File: src/rtl/hub75_pixel_loader.sv
// Raster pixel stream to frame-buffer write strobes; write lands one cycle after its beat.
// Ready follows i_enable combinationally; dropping enable aborts the frame and returns to IDLE.
module hub75_pixel_loader #(
  parameter int hpixel_p = 64,
  parameter int vpixel_p = 64,
  parameter int bpp_p    = 8,
  localparam int addr_width_p = $clog2(hpixel_p*vpixel_p)
) (
  input  logic                    clk,
  input  logic                    rst_n,
  input  logic                    i_enable,
  input  logic                    i_s_valid,
  output logic                    o_s_ready,
  input  logic [3*bpp_p-1:0]      i_s_data,
  input  logic                    i_s_sof,
  input  logic                    i_s_eol,
  output logic [addr_width_p-1:0] o_wr_addr,
  output logic [3*bpp_p-1:0]      o_wr_data,
  output logic                    o_wr_en,
  output logic                    o_frame_done,
  output logic                    o_busy,
  output logic                    o_err_line,
  output logic                    o_err_frame,
  input  logic                    i_clear_err
);

  localparam int xw_p = (hpixel_p > 1) ? $clog2(hpixel_p) : 1;
  localparam int yw_p = (vpixel_p > 1) ? $clog2(vpixel_p) : 1;
  localparam logic [xw_p-1:0]         x_last_c = xw_p'(hpixel_p - 1);
  localparam logic [yw_p-1:0]         y_last_c = yw_p'(vpixel_p - 1);
  localparam logic [addr_width_p-1:0] hstep_c  = addr_width_p'(hpixel_p);

  typedef enum logic {
    IDLE   = 1'b0,
    ACTIVE = 1'b1
  } state_e;

  state_e                  state_q, state_d;
  logic [xw_p-1:0]         x_q, x_d;
  logic [yw_p-1:0]         y_q, y_d;
  logic [addr_width_p-1:0] addr_q, addr_d;
  logic [addr_width_p-1:0] base_q, base_d;
  logic                    wr_en_q, wr_en_d;
  logic [addr_width_p-1:0] wr_addr_q, wr_addr_d;
  logic [3*bpp_p-1:0]      wr_data_q, wr_data_d;
  logic                    frame_done_q, frame_done_d;
  logic                    err_line_q, err_line_d;
  logic                    err_frame_q, err_frame_d;

  logic                    beat;
  logic                    take;
  logic                    at_last;
  logic [xw_p-1:0]         cur_x;
  logic [yw_p-1:0]         cur_y;
  logic [addr_width_p-1:0] cur_addr;
  logic [addr_width_p-1:0] cur_base;

  assign o_s_ready = i_enable;

  always_comb begin
    state_d      = state_q;
    x_d          = x_q;
    y_d          = y_q;
    addr_d       = addr_q;
    base_d       = base_q;
    wr_en_d      = 1'b0;
    wr_addr_d    = wr_addr_q;
    wr_data_d    = wr_data_q;
    frame_done_d = 1'b0;
    err_line_d   = i_clear_err ? 1'b0 : err_line_q;
    err_frame_d  = i_clear_err ? 1'b0 : err_frame_q;
    beat         = i_s_valid & i_enable;
    take         = 1'b0;
    at_last      = 1'b0;
    cur_x        = x_q;
    cur_y        = y_q;
    cur_addr     = addr_q;
    cur_base     = base_q;

    if (!i_enable) begin
      state_d = IDLE;
      x_d     = '0;
      y_d     = '0;
      addr_d  = '0;
      base_d  = '0;
    end else if (beat) begin
      // SOF always rebases the position to pixel (0,0) before the line rules apply
      if (i_s_sof) begin
        take     = 1'b1;
        cur_x    = '0;
        cur_y    = '0;
        cur_addr = '0;
        cur_base = '0;
        if (state_q == ACTIVE) begin
          err_frame_d = 1'b1;
        end
      end else if (state_q == ACTIVE) begin
        take = 1'b1;
      end

      if (take) begin
        wr_en_d   = 1'b1;
        wr_addr_d = cur_addr;
        wr_data_d = i_s_data;
        at_last   = (cur_x == x_last_c);
        if (i_s_eol != at_last) begin
          err_line_d = 1'b1;
        end
        if (i_s_eol || at_last) begin
          if (cur_y == y_last_c) begin
            frame_done_d = 1'b1;
            state_d      = IDLE;
            x_d          = '0;
            y_d          = '0;
            addr_d       = '0;
            base_d       = '0;
          end else begin
            state_d = ACTIVE;
            x_d     = '0;
            y_d     = cur_y + yw_p'(1);
            base_d  = cur_base + hstep_c;
            addr_d  = cur_base + hstep_c;
          end
        end else begin
          state_d = ACTIVE;
          x_d     = cur_x + xw_p'(1);
          y_d     = cur_y;
          base_d  = cur_base;
          addr_d  = cur_addr + addr_width_p'(1);
        end
      end
    end

    // a new error in the same cycle as a clear must survive
  end

  always_ff @(posedge clk or negedge rst_n) begin
    if (!rst_n) begin
      state_q      <= IDLE;
      x_q          <= '0;
      y_q          <= '0;
      addr_q       <= '0;
      base_q       <= '0;
      wr_en_q      <= 1'b0;
      wr_addr_q    <= '0;
      wr_data_q    <= '0;
      frame_done_q <= 1'b0;
      err_line_q   <= 1'b0;
      err_frame_q  <= 1'b0;
    end else begin
      state_q      <= state_d;
      x_q          <= x_d;
      y_q          <= y_d;
      addr_q       <= addr_d;
      base_q       <= base_d;
      wr_en_q      <= wr_en_d;
      wr_addr_q    <= wr_addr_d;
      wr_data_q    <= wr_data_d;
      frame_done_q <= frame_done_d;
      err_line_q   <= err_line_d;
      err_frame_q  <= err_frame_d;
    end
  end

  assign o_wr_en      = wr_en_q;
  assign o_wr_addr    = wr_addr_q;
  assign o_wr_data    = wr_data_q;
  assign o_frame_done = frame_done_q;
  assign o_busy       = (state_q == ACTIVE);
  assign o_err_line   = err_line_q;
  assign o_err_frame  = err_frame_q;

endmodule

File: config.mk
export PLATFORM = sky130hd
export DESIGN_NAME = hub75_pixel_loader
export DESIGN_NICKNAME = d
export VERILOG_FILES = /design/src/rtl/hub75_pixel_loader.sv
export SDC_FILE = /design/constraint.sdc
export NUM_CORES = 1
export LEC_CHECK = 0
export ABC_AREA = 1
export BUFFER_PORTS_ARGS = -buffer_cell sky130_fd_sc_hd__buf_2
export CAP_MARGIN = 20
export CORE_MARGIN = 4
export CORE_UTILIZATION = 60
export DETAILED_ROUTE_END_ITERATION = 10
export HOLD_SLACK_MARGIN = 0.08
export PLACE_DENSITY_LB_ADDON = 0.15
export REMOVE_ABC_BUFFERS = 1
export SYNTH_ARGS = -nofsm -noshare
export SYNTH_HDL_FRONTEND = slang
export SYNTH_SLANG_ARGS = --single-unit
File: constraint.sdc
create_clock -name clk -period 3.4 [get_ports clk]
set_input_delay 0 -clock clk [delete_from_list [all_inputs] [get_ports clk]]
set_output_delay 0 -clock clk [all_outputs]
set_load 0.02 [all_outputs]
==> results.ini <==
[synthesis]
synthFlopType=dfrtp_1
synth_compound_area_share_pct=6.252
synthAdderAreaFrac_pct=1.628
synthSimpleGateAreaFrac_pct=32.73
seq_area_frac_synth_pct=50.15
synth_area_leader_cell=dfrtp_1
synthMuxAreaShare_pct=0
syn_inst=486
synth_top_family_by_area=simple AND/OR/NAND/NOR gates
synth_top_area_share_pct=50.15
syn_area_sq_um=3842
yosysUniqueCellTypes=35
async_flop_share_pct=100.0
synth_edf_count=0
synth-xor-area-share_pct=1.824
synth.area.top_cells=dfrtp_1 50%, nand2_1 20%, inv_1 3.6%, nor2_1 3.6%, o21ai_0 3.5%
ys_top_cells_by_count=201 x nand2_1, 77 x dfrtp_1, 37 x inv_1, 37 x nor2_1, 27 x o21ai_0
synth_seq_cells=77
syn_avg_cell_area_sq_um=7.906
yosysWarnings=0
synth_most_common_cell=nand2_1

[clock_tree]
cts_setup_buffers=0
cts_resized=0
clockBufferDepth=2
cts_made_buffers=9
clk_pin_slew_worst_paths_ns=0.08
htreeDepth=3
cts_tree=done
cts.sinks=77
cts_root_buffer=clkbuf_8
hold_buffers=28
clk_latency_ns=0.35

[die]
core_sq_um=6061
start_util_pct=63.40
fp.dieH_um=88.03
boundaryPins=73
die_area_sq_um=7748
die_w_um=88.03
rows=28

[placement]
dpl.hpwl_mm=5.776
port_buffers=72
place_ws_ns=0.7044
place_area_sq_um=4188
gp_congestion=0.8386
dpl.cell_count=615

[layout]
layout.nets=615
diodes=0
fin_area_sq_um=4702
final_cells=659
drive_gt1_share_pct=19.01
syn2layout_area_growth_pct=22.37

[global_routing]
grt_overflow=0
grt_pass1_vias=3357
grt_pass1_wl_mm=15.27
grt_util_all_layers_pct=25.36
antenna_found_initial=0
grt_max_degree=78

[power_and_ir_drop]
power_frac_seq_pct=47.0
power.leakage_nw=2.435
p_int_w=0.001566
p_per_area_nw_per_um2=466.3
ir_drop_mv=0.3546
power_frac_comb_pct=16.7
fin_total_pwr_w=0.002192
switching_share_pct=28.58
switching_power_w=0.0006266
p_clk_share_pct=36.3

[drt]
drcViolationCount=0
drt-met1-wl_mm=4.069
postRouteAntennaNets=0
drtIter0Drc=181
routed_wl_mm=9.249
maxUsedRoutingLayer=met4
vias=3406
routedWlPerCell_um=14.03
vias_per_cell=5.168
route.met2.wl_mm=4.516
wl_met3_um=521
drtPass1Iterations=4

[worst_setup_path]
crit_path_end_kind=flip-flop
cp.required_ns=3.69
critical_path.max_fanout=13
rrSetupSlack_ns=0.89
r2r-end=y_q[5]
cp.arrival_ns=2.80
path_class=flip-flop to flip-flop
start_kind=flip-flop
reg2reg_depth=14
r2r-start=x_q[0]

[run]
drv_cap=0

[timing]
worstMarginPinSlew_ns=0.9620
period_needed_ns=2.508
tns_ns=0
finalMaxSlewViolations=0
rsz0062_at_grt=no
skew_ns=0.01012
fin_ws_ns=0.8922
post-route-period-util_pct=73.76
slew_headroom_pct=35.87
setup_violations=0
max_freq_ghz=0.3988
final_hold_viol_count=0

[hold_path]
hold_class=primary input to flip-flop
min_path_cells=4
hp-start=i_s_eol
min_to=o_err_line

[run_status]
status=finished clean

==> area by class of cell <==
type                            count  area [sq um]
Clock buffer                       11         151.4
Sequential cell                    77          1927
Multi-Input combinational cell    349          1630
Tap cell                           75         93.84
Timing Repair Buffer              103         665.6
Fill cell                         420          1359
Clock inverter                      5         82.58
Inverter                           39         151.4
==> critical path, stage by stage (launching register included) <==
cell and delay [ns]:
dfrtp_1 0.36, nand2_1 0.08, inv_1 0.09, ha_1 0.19
nand3_1 0.11, or3_1 0.33, ha_1 0.20, inv_1 0.36
nand3_1 0.16, nor2_1 0.11, nand2_1 0.07, nor2_1 0.11
xnor2_1 0.14, nand2_1 0.07, nand2_1 0.06
==> power by group through the flow <==
stage	logic, W	registers [W]	clock network, W
6_report	0.000366	0.00103	0.000796
5_1_grt	0.000406	0.00104	0.000836
4_1_cts	0.000362	0.00103	0.000801
3_5_place_dp	0.000336	0.00104	0
3_3_place_gp	0.000330	0.00104	0
2_1_floorplan	0.000118	0.00112	0
==> cells by family after synthesis <==
| logic type | after synthesis |
|---|---|
| xor gates and xnor gates | 8 |
| AOI/OAI and AO/OA | 44 |
| buffers and inverters | 60 |
| and+or+nand+nor | 292 |
| adders and majority gates | 5 |
| DFF | 77 |
==> how the worst max path moves through the flow <==
stage	from	endpoint	slack, ns	cells after the start
after detailed placement	i_s_sof	y_q[5]	0.70	16
after CTS	x_q[0]	y_q[5]	0.91	14
final	x_q[0]	y_q[5]	0.89	14
after global routing	x_q[0]	y_q[5]	0.64	14
after global placement	i_s_sof	y_q[5]	0.82	16
after floorplan	x_q[0]	y_q[5]	1.02	14
==> layout by cell type (no fill, tap or decap), types with 5 or more instances in the layout <==
| master | n |
|---|---|
| dfrtp_1 | 77 |
| ha_1 | 5 |
| nand2_2 | 5 |
| nand4_1 | 6 |
| nor2_1 | 37 |
| o21ai_1 | 5 |
| o21ai_0 | 27 |
| clkbuf_8 | 11 |
| nand3_1 | 23 |
| dlygate4sd3_1 | 28 |
| nand2_1 | 201 |
| buf_2 | 71 |
| o22ai_1 | 6 |
| inv_1 | 37 |
==> per-stage QoR <==
stage	util [%]	hold slack (ns)
floorplan	-	-0.2956
global placement	69.10	0.1954
detailed placement	69.10	0.1986
CTS	77.58	0.09246
global route	77.58	0.1052
finish	77.58	0.09311
==> registers in the layout, indices dropped and copies added (netlist names), 6 cells and up <==
register	count
addr_q	12
base_q	12
o_wr_addr	12
o_wr_data	24
x_q	6
y_q	6
==> routing by layer <==
layer	up-vias	track usage, %
met2	110	44.45
met4	0	9.203
met5	-	0
li1	1718	-
met3	14	4.516
met1	1564	31.50
Power figures use the tool's default switching activity.
